$ cat src/rtl/lsu_pkg.sv
// Shared types for the data-memory load/store unit.
//   lsu_size_e  : access size encoding (B/H/W/D)
//   lsu_state_e : LSU control states
//   size_bytes  : byte count N for a given access size
package lsu_pkg;

   typedef enum logic [1:0] {
      SZ_B = 2'd0,
      SZ_H = 2'd1,
      SZ_W = 2'd2,
      SZ_D = 2'd3
   } lsu_size_e;

   typedef enum logic [2:0] {
      IDLE     = 3'd0,
      LD_ISSUE = 3'd1,
      LD_WAIT  = 3'd2,
      ST_ISSUE = 3'd3,
      ST_WAIT  = 3'd4,
      RESP     = 3'd5
   } lsu_state_e;

   function automatic logic [3:0] size_bytes(input lsu_size_e size);
      case (size)
         SZ_B:    return 4'd1;
         SZ_H:    return 4'd2;
         SZ_W:    return 4'd4;
         default: return 4'd8;
      endcase
   endfunction

endpackage

$ cat src/rtl/lsu_load_extend.sv
// Combinational sign/zero extension of an assembled little-endian load word.
//   i_acc    : assembled load bytes, byte i in bits [8i+7:8i]
//   i_size   : access size (B/H/W/D)
//   i_signed : 1 = replicate the top loaded bit, 0 = zero fill
//   o_rdata  : extended result; size D passes through unchanged
module lsu_load_extend
   import lsu_pkg::*;
#(
   parameter int unsigned FETCH_WIDTH = 64
) (
   input  logic [FETCH_WIDTH-1:0] i_acc,
   input  lsu_size_e              i_size,
   input  logic                   i_signed,
   output logic [FETCH_WIDTH-1:0] o_rdata
);

   logic w_fill;

   always_comb begin
      w_fill  = 1'b0;
      o_rdata = i_acc;
      case (i_size)
         SZ_B: begin
            w_fill  = i_signed & i_acc[7];
            o_rdata = {{(FETCH_WIDTH-8){w_fill}}, i_acc[7:0]};
         end
         SZ_H: begin
            w_fill  = i_signed & i_acc[15];
            o_rdata = {{(FETCH_WIDTH-16){w_fill}}, i_acc[15:0]};
         end
         SZ_W: begin
            w_fill  = i_signed & i_acc[31];
            o_rdata = {{(FETCH_WIDTH-32){w_fill}}, i_acc[31:0]};
         end
         default: o_rdata = i_acc;
      endcase
   end

endmodule

$ cat src/rtl/dmem_lsu.sv
// Load/store unit driving the byte-serial data-memory handshake.
// One CPU request at a time; loads are assembled from single-byte reads,
// stores are issued as one multi-byte write.
//   clk, rst          : clock, synchronous active-low reset
//   req_*             : CPU request (valid/ready, store, size, signed, addr, wdata)
//   resp_*            : one-cycle completion pulse with load data and range error
//   mem_*_o           : memory enables, byte address, write size (N-1), write data
//   mem_busy_i/rdy_i  : memory status; mem_rd_data_i[7:0] is the read byte
module dmem_lsu
   import lsu_pkg::*;
#(
   parameter int unsigned  DATA_WIDTH      = 64,
   parameter int unsigned  FETCH_WIDTH     = 64,
   parameter logic [63:0]  DMEM_SIZE_BYTES = 64'h10000,
   localparam int unsigned SZW             = $clog2(FETCH_WIDTH/8)
) (
   input  logic                   clk,
   input  logic                   rst,
   input  logic                   req_valid_i,
   output logic                   req_ready_o,
   input  logic                   req_store_i,
   input  logic [1:0]             req_size_i,
   input  logic                   req_signed_i,
   input  logic [DATA_WIDTH-1:0]  req_addr_i,
   input  logic [FETCH_WIDTH-1:0] req_wdata_i,
   output logic                   resp_valid_o,
   output logic [FETCH_WIDTH-1:0] resp_rdata_o,
   output logic                   resp_err_o,
   output logic                   mem_rd_en_o,
   output logic                   mem_wr_en_o,
   output logic [DATA_WIDTH-1:0]  mem_addr_o,
   output logic [SZW-1:0]         mem_wr_size_o,
   output logic [FETCH_WIDTH-1:0] mem_wr_data_o,
   input  logic                   mem_busy_i,
   input  logic                   mem_rdy_i,
   input  logic [FETCH_WIDTH-1:0] mem_rd_data_i
);

   localparam logic [DATA_WIDTH:0] LP_LIMIT = (DATA_WIDTH+1)'(DMEM_SIZE_BYTES);
   localparam logic [DATA_WIDTH:0] LP_ONE   = 1;

   lsu_state_e             r_state, w_state_nxt;
   logic [SZW-1:0]         r_cnt;
   logic [FETCH_WIDTH-1:0] r_acc;
   logic                   r_store, r_err;
   logic [DATA_WIDTH-1:0]  r_addr;
   lsu_size_e              r_size;
   logic                   r_signed;
   logic [FETCH_WIDTH-1:0] r_wdata;

   lsu_size_e              w_req_size;
   logic [3:0]             w_req_n, w_cur_n, w_cur_n_m1;
   logic [DATA_WIDTH:0]    w_end;
   logic                   w_range_err, w_ready, w_accept, w_last_byte;
   logic [FETCH_WIDTH-1:0] w_ext;
   logic                   w_unused;

   // Only the low byte of the read bus carries data.
   assign w_unused = ^mem_rd_data_i[FETCH_WIDTH-1:8];

   // Last byte address computed one bit wider so an address near the top of
   // the address space cannot wrap back into the legal range.
   assign w_req_size  = lsu_size_e'(req_size_i);
   assign w_req_n     = size_bytes(w_req_size);
   assign w_end       = {1'b0, req_addr_i} + {{(DATA_WIDTH-3){1'b0}}, w_req_n} - LP_ONE;
   assign w_range_err = (w_end >= LP_LIMIT);

   // Ready is forced low while reset is held.
   assign w_ready     = (r_state == IDLE) && rst;
   assign w_accept    = req_valid_i && w_ready;
   assign req_ready_o = w_ready;

   assign w_cur_n     = size_bytes(r_size);
   assign w_cur_n_m1  = w_cur_n - 4'd1;
   assign w_last_byte = (r_cnt == w_cur_n_m1[SZW-1:0]);

   lsu_load_extend #(.FETCH_WIDTH(FETCH_WIDTH)) u_ext (
      .i_acc   (r_acc),
      .i_size  (r_size),
      .i_signed(r_signed),
      .o_rdata (w_ext)
   );

   always_ff @(posedge clk) begin
      if (!rst) begin
         r_state <= IDLE;
         r_cnt   <= '0;
         r_acc   <= '0;
         r_store <= 1'b0;
         r_err   <= 1'b0;
      end else begin
         r_state <= w_state_nxt;
         if (w_accept) begin
            r_cnt   <= '0;
            r_acc   <= '0;
            r_store <= req_store_i;
            r_err   <= w_range_err;
         end else if (r_state == LD_WAIT && mem_rdy_i) begin
            r_acc[{r_cnt, 3'b000} +: 8] <= mem_rd_data_i[7:0];
            r_cnt                       <= r_cnt + SZW'(1);
         end
      end
   end

   // Request payload is only consumed in states entered after an accept.
   always_ff @(posedge clk) begin
      if (w_accept) begin
         r_addr   <= req_addr_i;
         r_size   <= w_req_size;
         r_signed <= req_signed_i;
         r_wdata  <= req_wdata_i;
      end
   end

   always_comb begin
      w_state_nxt   = r_state;
      mem_rd_en_o   = 1'b0;
      mem_wr_en_o   = 1'b0;
      mem_addr_o    = '0;
      mem_wr_size_o = '0;
      mem_wr_data_o = '0;
      resp_valid_o  = 1'b0;
      resp_rdata_o  = '0;
      resp_err_o    = 1'b0;
      case (r_state)
         IDLE: begin
            if (w_accept) begin
               if (w_range_err)      w_state_nxt = RESP;
               else if (req_store_i) w_state_nxt = ST_ISSUE;
               else                  w_state_nxt = LD_ISSUE;
            end
         end
         LD_ISSUE: begin
            mem_rd_en_o = !mem_busy_i && rst;
            mem_addr_o  = r_addr + {{(DATA_WIDTH-SZW){1'b0}}, r_cnt};
            if (!mem_busy_i) w_state_nxt = LD_WAIT;
         end
         LD_WAIT: begin
            if (mem_rdy_i) w_state_nxt = w_last_byte ? RESP : LD_ISSUE;
         end
         ST_ISSUE: begin
            mem_wr_en_o   = !mem_busy_i && rst;
            mem_addr_o    = r_addr;
            mem_wr_size_o = w_cur_n_m1[SZW-1:0];
            mem_wr_data_o = r_wdata;
            if (!mem_busy_i) w_state_nxt = ST_WAIT;
         end
         ST_WAIT: begin
            if (mem_rdy_i) w_state_nxt = RESP;
         end
         RESP: begin
            resp_valid_o = 1'b1;
            resp_err_o   = r_err;
            resp_rdata_o = (r_err || r_store) ? '0 : w_ext;
            w_state_nxt  = IDLE;
         end
         default: w_state_nxt = IDLE;
      endcase
   end

endmodule

$ cat config.mk
export PLATFORM = sky130hd
export DESIGN_NAME = dmem_lsu
export DESIGN_NICKNAME = d
export VERILOG_FILES = /design/src/rtl/lsu_pkg.sv /design/src/rtl/lsu_load_extend.sv /design/src/rtl/dmem_lsu.sv
export SDC_FILE = /design/constraint.sdc
export NUM_CORES = 1
export LEC_CHECK = 0
export ABC_AREA = 0
export CAP_MARGIN = 20
export CORE_MARGIN = 1.5
export CORE_UTILIZATION = 50
export DETAILED_ROUTE_END_ITERATION = 10
export PLACE_DENSITY_LB_ADDON = 0.15
export SLEW_MARGIN = 20
export SYNTH_ARGS = -nofsm -noshare
export SYNTH_HDL_FRONTEND = slang
export SYNTH_SLANG_ARGS = --single-unit
$ cat constraint.sdc
create_clock -name clk -period 5.7 [get_ports clk]
set_clock_uncertainty 0.05 [all_clocks]
set_input_delay 1.425 -clock clk [delete_from_list [all_inputs] [get_ports clk]]
set_output_delay 1.425 -clock clk [all_outputs]
set_load 0.1 [all_outputs]
==> out/summary.txt <==
status - finished, final reports clean
min-delay src - r_acc[60]
final slew viol count - 0
Synthesized Nets - 2123
Hold/Removal Path Class - flop to flop
leakage power - 8.65 nW
first-pass GRT wire length - 81400 um
Sw Ratio - 0.448
final setup fails - 0
root buffer cell - clkbuf_16
WS Path Type - input port to flop
clk buf depth - 3
Worst-Skew Late Latency - 0.50 ns
antenna-violating nets left - 0
CP max FO - 4
RSZ-0062 raised after global routing - true
Max VDD drop - 253 uV
Die X - 176 um
EDFF count, synth - 131
Pre-antenna DRT Iters - 7
max frequency - 0.177 GHz
Setup crit end kind - flop
Int Power - 3.54 mW
Seq/Total Area, Yosys - 0.359
largest net degree at the start of global routing - 83
final net count - 2623
Port Buf Inserts - 344
Detailed Route WL - 53800 um
gr usage total - 0.331
Ports - 401
Syn Inst Count - 1844
site row count - 63
ANT cells - 0
M2 GR Usage - 0.583
post-synthesis simple-gate area fraction - 0.255
CTS clk-pin slew, worst paths - 0.06 ns
DP Wirelength - 42500 um
Final Hold Fails - 0
initial drt markers - 1476
WP data arrival - 5.98 ns
Synth Area in Adders - 0.0663
mux share of post-synthesis cell area - 0.0211
total global routing overflow - 0
GPL Wtd Cong - 0.989
reg2reg path depth - 7
Chip Height - 176 um
Synth Register Bits - 203
Combinational Power Share - 0.474
# hold bufs at CTS - 0
prevailing post-synth register cell - edfxtp_1
Power Density - 306 nW/um^2
Slew headroom - 0.291
antenna violations before repair - 1
Avg Cell Area, Syn - 8.11 um^2
DR WL/cell - 19.6 um
Sw Pwr - 2.87 mW
FFs w/ async S/R, synth - 0
final setup TNS - 0 ns
initial core utilization - 0.506
TritonCTS Buffers - 22
reg2reg end - r_acc[54]
H-tree level count - 1
Hold EP - r_acc[60]
M1 GR Usage - 0.408
largest family of logic cells by synthesized area - simple AND/OR/NAND/NOR gates
vias - 16100
sequential fraction of design power - 0.296
area delta synth->final - 40.1%
Synth Warn # - 0
WHS Path Cells - 2
CTS tree - done
DR vias/cell - 5.87
GRT Max-Usage Layer - met2
Data required, critical path - 6.04 ns
die area - 31000 um^2
share of layout cells above drive strength 1 - 0.198
CTS sink cnt - 203
Clock power frac - 0.230
XOR/XNOR share of the synthesized area - 0.0416
period utilization - 0.990
R2R Setup Slk - 2.71 ns
synth unique cells - 83
total power draw - 6.41 mW
max-cap viol count - 0
critical path startpoint category - input port
Synth Area in Compound Gates - 0.201
DRC viols - 0
Core Area - 29600 um^2
post-layout minimum cycle time - 5.64 ns
Reg-to-Reg Start - r_state[1]
number of global-route vias before repair - 15100
met3 global-route usage - 0.0504
Syn Std Cell Area - 15000 um^2
Slew @ Worst Pin - 1.06 ns
==> flip-flops by register name, summed over array words and instances (netlist names) <==
register and count:
r_acc 64, r_addr 64, r_wdata 64, r_cnt 3
r_state 3, r_size 2, r_err 1, r_signed 1
r_store 1
==> through the flow <==
step	utilization	worst slack, ns	cell area, um^2	hold WS [ns]	std cells
global placement	0.677	-0.802	20000	0.394	2706
finish	0.709	0.0580	21000	0.408	2749
global route	0.709	-0.118	21000	0.429	2749
floorplan	-	0.235	15000	0.387	1844
detailed placement	0.677	-0.851	20000	0.400	2706
CTS	0.704	0.00526	20800	0.408	2746
==> cells by family (layout without fill, tap and decap cells) <==
kind of cell,Yosys count,count (layout)
DFF,203,203
buffers and inverters,214,729
xor gates and xnor gates,71,71
AOI/OAI and AO/OA,471,471
adders and majority gates,78,78
and+or+nand+nor,777,777
muxes,30,30
==> cells in the mapped netlist, types with 11 or more instances <==
library cell / number / area (um^2)
edfxtp_1: 131 / 3930
mux2i_1: 27 / 270
inv_1: 106 / 398
nor4_1: 18 / 113
nand2b_1: 11 / 68.8
clkbuf_1: 79 / 297
nand3_1: 77 / 385
nor3_1: 41 / 205
nand2_1: 193 / 724
nor2_1: 197 / 739
o21ai_1: 11 / 55.1
and2_1: 23 / 144
o211ai_1: 14 / 105
ha_1: 76 / 951
xnor2_1: 23 / 201
a21o_1: 36 / 270
buf_2: 12 / 60.1
nand4_1: 51 / 319
o21a_1: 42 / 315
and3_1: 89 / 557
a31oi_1: 18 / 113
o21ai_0: 68 / 340
o21bai_1: 11 / 82.6
xor2_1: 48 / 420
buf_1: 14 / 52.6
a21oi_1: 175 / 876
dfxtp_1: 72 / 1440
or3_1: 25 / 156
==> metal layers <==
layer | routed length, um | part of all wire
met2 | 26400 | 0.49
met1 | 21700 | 0.40
met5 | 13 | 0.00024
met3 | 3560 | 0.066
met4 | 2170 | 0.040
==> placed cells by master, fill, tap and decap left out, drive strengths merged, types with 10 or more instances in the layout <==
cell | netlist | layout
a211oi | 10 | 10
nand4 | 51 | 51
buf | 29 | 372
xor2 | 48 | 48
o21a | 42 | 42
o21ai | 79 | 79
clkdlybuf4s50 | 0 | 211
o211ai | 14 | 14
mux2i | 27 | 27
dfxtp | 72 | 72
clkbuf | 79 | 29
nor3 | 42 | 42
and3 | 89 | 89
nand3 | 77 | 77
or3 | 25 | 25
ha | 76 | 76
a21oi | 175 | 175
nand2b | 11 | 11
a21o | 37 | 37
a31oi | 18 | 18
nand2 | 194 | 194
nor2 | 197 | 197
inv | 106 | 106
and2 | 23 | 23
o21bai | 11 | 11
edfxtp | 131 | 131
xnor2 | 23 | 23
nor4 | 18 | 18
==> worst max-delay path by stage <==
stage / cells after the start / start / to
after floorplan: 10 / r_addr[13] / mem_addr_o[50]
after global placement: 21 / req_size_i[0] / r_state[2]
after detailed placement: 21 / req_size_i[0] / r_state[2]
after CTS: 19 / req_size_i[0] / r_err
after global routing: 23 / req_size_i[1] / r_state[2]
final: 20 / req_size_i[1] / r_err
==> what timing repair did <==
item	4_1_cts	5_1_grt
setup endpoints to repair	3	8
endpoints found under the hold margin	0	0
resized for setup	10	20
pin swaps	4	15
setup buffers	1	3
==> worst max-delay path, cell delays in order <==
cell	delay (ns)
clkdlybuf4s50_1	0.44
or2_2	0.31
ha_1	0.18
inv_1	0.06
ha_2	0.16
inv_1	0.05
fa_2	0.34
nand2b_4	0.17
a21oi_4	0.14
buf_4	0.14
o211ai_1	0.18
buf_4	0.21
a211oi_2	0.23
a211o_1	0.26
a31oi_2	0.15
o31a_1	0.27
a221oi_2	0.33
nand3_2	0.16
or4_4	0.60
o21a_1	0.18
==> power by group through the flow <==
stage	combinational [mW]	sequential, mW	clock [mW]
after floorplan	2.09	1.87	0
after global placement	2.96	1.91	0
after detailed placement	2.99	1.92	0
after CTS	3.00	1.89	1.49
after global routing	3.19	1.91	1.55
final	3.04	1.90	1.47
==> area by class of cell <==
cell class / instances / area [um^2]
multi-input combinational: 1427 / 8920
fill: 2455 / 8610
sequential: 203 / 5380
timing repair buffer: 584 / 5000
clock buffer: 29 / 628
tap: 390 / 488
inverter: 106 / 402
clock inverter: 10 / 129
Power figures use the tool's default switching activity.
